--- config.mk ---
export PLATFORM = sky130hd
export DESIGN_NAME = modn_counter
export DESIGN_NICKNAME = d
export VERILOG_FILES = /design/src/rtl/modn_counter.sv
export SDC_FILE = /design/constraint.sdc
export NUM_CORES = 1
export LEC_CHECK = 0
export CORE_AREA = 2 2 49 51
export DETAILED_ROUTE_END_ITERATION = 6
export DIE_AREA = 0 0 51 53
export PLACE_DENSITY = 0.74
export RECOVER_POWER = 25
export SYNTH_ARGS = -nofsm -noshare
export SYNTH_HDL_FRONTEND = slang
export SYNTH_SLANG_ARGS = --single-unit
--- constraint.sdc ---
create_clock -name clk -period 2 [get_ports clk]
set_input_delay 0.4 -clock clk [delete_from_list [all_inputs] [get_ports clk]]
set_output_delay 0.4 -clock clk [all_outputs]
set_load 0.03 [all_outputs]
--- src/rtl/modn_counter.sv ---
// Modulo-MOD up/down counter with load, enable, one-shot stop and cascade tc.
// Optional wrap event counter is built when MODN_COUNTER_WRAPCNT_EN is defined.
module modn_counter #(
  parameter int WIDTH = 6,
  parameter int MOD   = 47
) (
  input  logic             clk,
  input  logic             rst_n,
  input  logic             en,
  input  logic             load,
  input  logic [WIDTH-1:0] load_val,
  input  logic             up_dn,
  input  logic             one_shot,
  output logic [WIDTH-1:0] count,
  output logic             tc,
  output logic             wrap,
  output logic             done,
  output logic             load_err,
  output logic [15:0]      wrap_cnt
);

  if (WIDTH < 1 || WIDTH > 31) begin : g_bad_width
    $error("modn_counter: WIDTH must be in 1..31");
  end
  if (MOD < 2 || longint'(MOD) > (longint'(1) << WIDTH)) begin : g_bad_mod
    $error("modn_counter: MOD must satisfy 2 <= MOD <= 2**WIDTH");
  end

  localparam logic       ST_RUN  = 1'b0;
  localparam logic       ST_DONE = 1'b1;
  localparam logic [WIDTH-1:0] MAX_VAL = WIDTH'(MOD - 1);

  logic             state_q, state_d;
  logic [WIDTH-1:0] count_q, count_d;
  logic             done_q, done_d;
  logic             wrap_q, wrap_d;
  logic             load_err_q, load_err_d;
  logic             load_ok;
  logic             at_term;

  assign load_ok = (32'(load_val) < 32'(MOD));
  assign at_term = up_dn ? (count_q == MAX_VAL) : (count_q == '0);

  always_comb begin
    state_d    = state_q;
    count_d    = count_q;
    done_d     = done_q;
    wrap_d     = 1'b0;
    load_err_d = 1'b0;
    if (load) begin
      if (load_ok) begin
        count_d = load_val;
        state_d = ST_RUN;
        done_d  = 1'b0;
      end else begin
        load_err_d = 1'b1;
      end
    end else if (en && state_q == ST_RUN) begin
      // At the terminal value either stop (one-shot) or wrap within 0..MOD-1.
      if (at_term) begin
        if (one_shot) begin
          state_d = ST_DONE;
          done_d  = 1'b1;
        end else begin
          count_d = up_dn ? '0 : MAX_VAL;
          wrap_d  = 1'b1;
        end
      end else begin
        count_d = up_dn ? count_q + WIDTH'(1) : count_q - WIDTH'(1);
      end
    end
  end

  always_ff @(posedge clk or negedge rst_n) begin
    if (!rst_n) begin
      state_q    <= ST_RUN;
      count_q    <= '0;
      done_q     <= 1'b0;
      wrap_q     <= 1'b0;
      load_err_q <= 1'b0;
    end else begin
      state_q    <= state_d;
      count_q    <= count_d;
      done_q     <= done_d;
      wrap_q     <= wrap_d;
      load_err_q <= load_err_d;
    end
  end

`ifdef MODN_COUNTER_WRAPCNT_EN
  logic [15:0] wrap_cnt_q, wrap_cnt_d;

  always_comb begin
    wrap_cnt_d = wrap_cnt_q;
    if (load && load_ok) begin
      wrap_cnt_d = '0;
    end else if (wrap_d && wrap_cnt_q != 16'hFFFF) begin
      wrap_cnt_d = wrap_cnt_q + 16'd1;
    end
  end

  always_ff @(posedge clk or negedge rst_n) begin
    if (!rst_n) begin
      wrap_cnt_q <= '0;
    end else begin
      wrap_cnt_q <= wrap_cnt_d;
    end
  end

  assign wrap_cnt = wrap_cnt_q;
`else
  assign wrap_cnt = '0;
`endif

  assign count    = count_q;
  assign done     = done_q;
  assign wrap     = wrap_q;
  assign load_err = load_err_q;
  assign tc       = en & (state_q == ST_RUN) & at_term;

endmodule

== Word level (Yosys, flattened, before mapping) ==
Cells that the tools add are included.
Word-level totals
  bits in registers: 9
  latch bits: 0
  memory bits (writable): 0
  memory bits (read-only): 0
  input port bits: 12
  output and inout bits: 26
  logic and storage cells: 39
  memories kept: 0
Operators by class
  add/sub/neg operators: 2
  multipliers: 0
  divide/modulo/power cells: 0
  $lt $le $gt $ge: 1
  equality and inequality tests: 3
  shifts and indexed selects: 0
  multiplexer cells: 19
  bitwise operators: 3
  reductions and logical operators: 7
Operator list (count)
  $mux W6: 7
  $mux W1: 12
  $add A6 B1 Y6 const B: 1
  $eq A6 B6 Y1 const B: 1
  $logic_not A6 Y1: 1
  $lt A6 B6 Y1 const B: 1
  $reduce_bool A2 Y1: 3
  $sub A6 B1 Y6 const B: 1
  $reduce_and A4 Y1: 1
  $ne A3 B3 Y1 const B: 1
  $reduce_and A3 Y1: 1
  $and A1 B1 Y1: 2
  $ne A2 B1 Y1 const B: 1
  $logic_and A1 B1 Y1: 1
  $not A1 Y1: 1

== Depth between registers and ports, before layout ==
Gate-level depths: netlist of the first run.
  depth in word-level cells: 5
  gate-level depth with buffers: 7
  mapped depth without buffers: 7

== Worst setup path before layout of the first run ==
OpenSTA, ideal clock, no wires.
  kind: reg-to-reg
  from: register count_q[0], in the netlist count[0]
  to: register count_q[4], in the netlist count[4]
  setup time: 0.125 ns
  data arrival time: 1.888 ns
  data required time: 1.875 ns
  slack: -0.013 ns
  cell stages (with the launch flop): 7
  path buffers: 0
  clock period less this slack: 2.013 ns
  cell sequence: dfrtp_1 > fa_1 > a21o_1 > a21oi_1 > xnor2_1 > a32o_1 > mux2_4
On the way
  cells in the longest elaborated chain, start to end: 5
  elaborated cells on any way between the ends: 11
  classes of those cells: add/sub: 2; eq/ne: 2; mux: 5; reduce/logical: 2
Ends and longest elaborated chain
  from (decl): RTL line 34  | logic [WIDTH-1:0] count_q, count_d;
  from (signal assigned): RTL line 83  | count_q <= count_d;
  $sub A6 B1 Y6 (tied with other cells): RTL line 69  | count_d = up_dn ? count_q + WIDTH'(1) : count_q - WIDTH'(1);
  $mux W6 / $mux W1 (equally long branches): RTL line 69, 42
  $mux W6: RTL line 60  | if (at_term) begin
  $mux W6: RTL line 58  | end else if (en && state_q == ST_RUN) begin
  $mux W6: RTL line 50  | if (load) begin
Several ways; a longest one is shown, not always the timed one. The select of a mux whose other input is x is not followed.
A chain may end at the register's enable or synchronous reset.

== Final worst setup path of the first run ==
  from: input port up_dn
  to: output port tc
On the way
  cells in the longest elaborated chain, start to end: 2
Ends and longest elaborated chain
  from (decl): RTL line 12  | input logic up_dn,
  $mux W1: RTL line 42  | assign at_term = up_dn ? (count_q == MAX_VAL) : (count_q == '0);
  $and A1 B1 Y1: RTL line 119  | assign tc = en & (state_q == ST_RUN) & at_term;
  to (decl): RTL line 15  | output logic tc,
Every way passes these cells.

==> results of run 1 <==
-- power breakdown --
part / internal, mW / leakage (nW) / switching (mW) / total [mW]
logic: 0.416 / 0.502 / 0.421 / 0.838
clock network: 0.0768 / 0.0150 / 0.0630 / 0.140
registers: 0.232 / 0.110 / 0.0904 / 0.323
-- kinds of logic (layout without fill, tap and decap cells) --
family / Yosys count / count (layout)
buffers and inverters: 22 / 55
AOI/OAI and AO/OA: 21 / 21
and+or+nand+nor: 21 / 21
DFF: 9 / 9
adders and majority gates: 5 / 5
muxes: 5 / 5
xor gates and xnor gates: 4 / 4
other: 1 / 16
-- how the worst max path moves through the flow --
stage | end | depth (start not counted)
2_1_floorplan | count[4] | 6
3_3_place_gp | count[4] | 8
3_5_place_dp | count[4] | 8
4_1_cts | tc | 6
5_1_grt | tc | 6
6_report | tc | 7
-- flip-flops by register name, indices dropped and copies added, names as in the netlist --
signal    count
done          1
wrap          1
load_err      1
count         6
-- layout by cell type (no fill, tap or decap), types with 2 or more instances in the layout --
cell type        count
dfrtp_1              8
and3_1               2
clkbuf_4             3
buf_4               23
a21o_1               2
nor2b_1              2
mux2_4               4
xor2_1               3
a21oi_4              2
nand4_1              2
buf_6                3
clkdlybuf4s50_1     18
nand2_1              4
nand2_2              2
a21oi_1              6
ha_1                 4
inv_1                4
conb_1              16
-- timing repair --
action / CTS / global route
buffers inserted: 5 / 1
setup endpoints to repair: 5 / 4
gates resized for setup: 7 / 3
pin swaps: 3 / 4
-- worst max-delay path: cells and delay by family --
| kind | cells | cell delay [ps] |
|---|---|---|
| buffers and inverters | 3 | 530 |
| and+or+nand+nor | 4 | 620 |
-- routing by layer --
metal	vias up	part of all wire	global-route usage
li1	381	-	-
met1	384	0.40	0.206
met2	40	0.53	0.333
met3	2	0.060	0.0311
met4	0	0.0078	0.0766
met5	-	0	0
-- stage by stage --
step	setup slack, ps	area, µm²	TNS, ps	hold slack (ps)
after floorplan	40.3	902	0	104
after global placement	-438	1160	-2240	525
after detailed placement	-470	1160	-2330	532
after CTS	-17.2	1250	-17.2	433
after global routing	-38.6	1270	-38.6	528
final	30.3	1270	0	504
-- cell type report --
type / instances / area (µm²) / area share
well taps: 28 / 35.0 / 0.0276
repair buffers: 46 / 405 / 0.320
clock buffers: 4 / 26.3 / 0.0207
inverters: 5 / 18.8 / 0.0148
multi-input cells: 72 / 556 / 0.438
flip-flops and latches: 9 / 226 / 0.179
==> impl_metrics.csv, run 1 <==
group,metric,value,unit
cts,clk_latency,260,ps
power_and_ir_drop,pwr_density_cell,1030,nW/µm²
timing,setup_violations,0,
timing,min_period,1970,ps
final_layout,drive_gt1_frac,0.331,
die,num_io_pins,38,
drt,wl_per_cell,13.2,µm
final_layout,finalCoreUtilization,0.590,
cts,cts_hold_buf,0,
global_route,antenna_found_initial,0,
setup_path,worstRegToRegCells,7,
final_layout,stdcell_count,164,
place,port_buffers,21,
synth,synth_top_cell_by_area,"dfrtp_1",
cts,cts.clk_slew.worst_paths,60,ps
setup_path,r2r-end,"count[4]",
final_layout,fin_nets,154,
drt,drt_wl_total,2170,µm
setup_path,max_stage_delay,290,ps
synth,synth-xor-area-share,0.0415,
timing,hold_viol_final,0,
setup_path,critical_path_required,1600,ps
final_layout,n_antenna_cell,0,
drt,ant_nets,0,
synth,avgSynthCellArea,9.60,µm²
synth,ys_async_sr_fraction,1.00,
global_route,grt_overflow,0,
synth,synth_adder_area_share,0.0830,
setup_path,critPathMaxFanout,3,
final_layout,syn2layout_area_growth,50.1,%
place,dp.cells,154,
synth,ys_seq_area_frac,0.267,
drt,dr.pass1.iters,4,
synth,synth-compound-area-share,0.196,
synth,synth_area,845,µm²
flow_run,max_cap_violations,0,
die,rows,17,
synth,post_synth_and_or_nand_nor_area_fraction,0.157,
synth,ys_warn_count,0,
outcome,outcome,"finished, final reports clean",
synth,muxShareOfSynthArea,0.0830,
setup_path,worstSetupStartpointType,"input pin",
power_and_ir_drop,p_leak,0.627,nW
synth,ys.flop_type,"dfrtp_1",
drt,drcViolationCount,0,
min_path,hold_class,"in -> async",
cts,numCtsBuffers,3,
setup_path,critical_path_class,"in -> out",
setup_path,path_cells,"dlygate4sd2_1, buf_6, nor4_4, nand2_2, nand2_2, and3b_1, buf_6",
timing,finalMaxSlewViolations,0,
synth,yosysMostFrequentCell,"buf_4",
synth,synth_top_area_frac,0.267,
synth,synth_top_family_by_area,"compound AO/OA/AOI/OAI gates",
die,die-area,2700,µm²
synth,yosys-top-cells-count,"16 x buf_4, 9 x dfrtp_1, 7 x a21oi_1",
timing,clock.fmax,508,MHz
setup_path,arrival,1570,ps
place,dpl.hpwl,1680,µm
synth,synthTopCellsByArea,"dfrtp_1 27%, buf_4 14%, mux2_4 7.1%",
die,start_util,0.393,
synth,ys_types,38,
setup_path,endpoint_kind,"output port",
cts,clockBufferDepth,2,
cts,cts.sinks,9,
global_route,grt_max_degree,11,
timing,finClkSkew,6.72,ps
synth,synthCells,88,
synth,synth_edf_count,0,
drt,vias,807,
die,die_w,51,µm
global_route,grtUsageTotal,0.181,
setup_path,startpoint,"up_dn",
timing,rsz0062_at_grt,"yes",
die,core-area,2150,µm²
setup_path,rrSetupSlack,90,ps
cts,htreeDepth,1,
drt,drtIter0Drc,18,
power_and_ir_drop,power.total,1.30,mW
final_layout,fillers,176,
global_route,first_global_vias,786,
place,place_congestion,0.795,
setup_path,crit_slowest_cell,"nor4_4",
drt,via_per_inst,4.92,
cts,cts_tree,"yes",
cts,cts-root-buf,"clkbuf_4",
power_and_ir_drop,ir_drop,571,µV
timing,fin_crit_sh,0.985,
global_route,grt_pass1_wl,3570,µm
die,die_h,53,µm
synth,yosys_register_bits,9,
setup_path,r2r-start,"count[0]",
Note: power is estimated with default switching activity, not from simulation.
==> run 2, diff against run 1 <==
--- a/config.mk
+++ b/config.mk
@@ -8,6 +8,7 @@
 export CORE_AREA = 2 2 49 51
 export DETAILED_ROUTE_END_ITERATION = 6
 export DIE_AREA = 0 0 51 53
+export HOLD_SLACK_MARGIN = 0.08
 export PLACE_DENSITY = 0.74
 export RECOVER_POWER = 25
 export SYNTH_ARGS = -nofsm -noshare
==> results of run 2 <==
The final DEF is identical to that of run 1; final timing and power are the same.
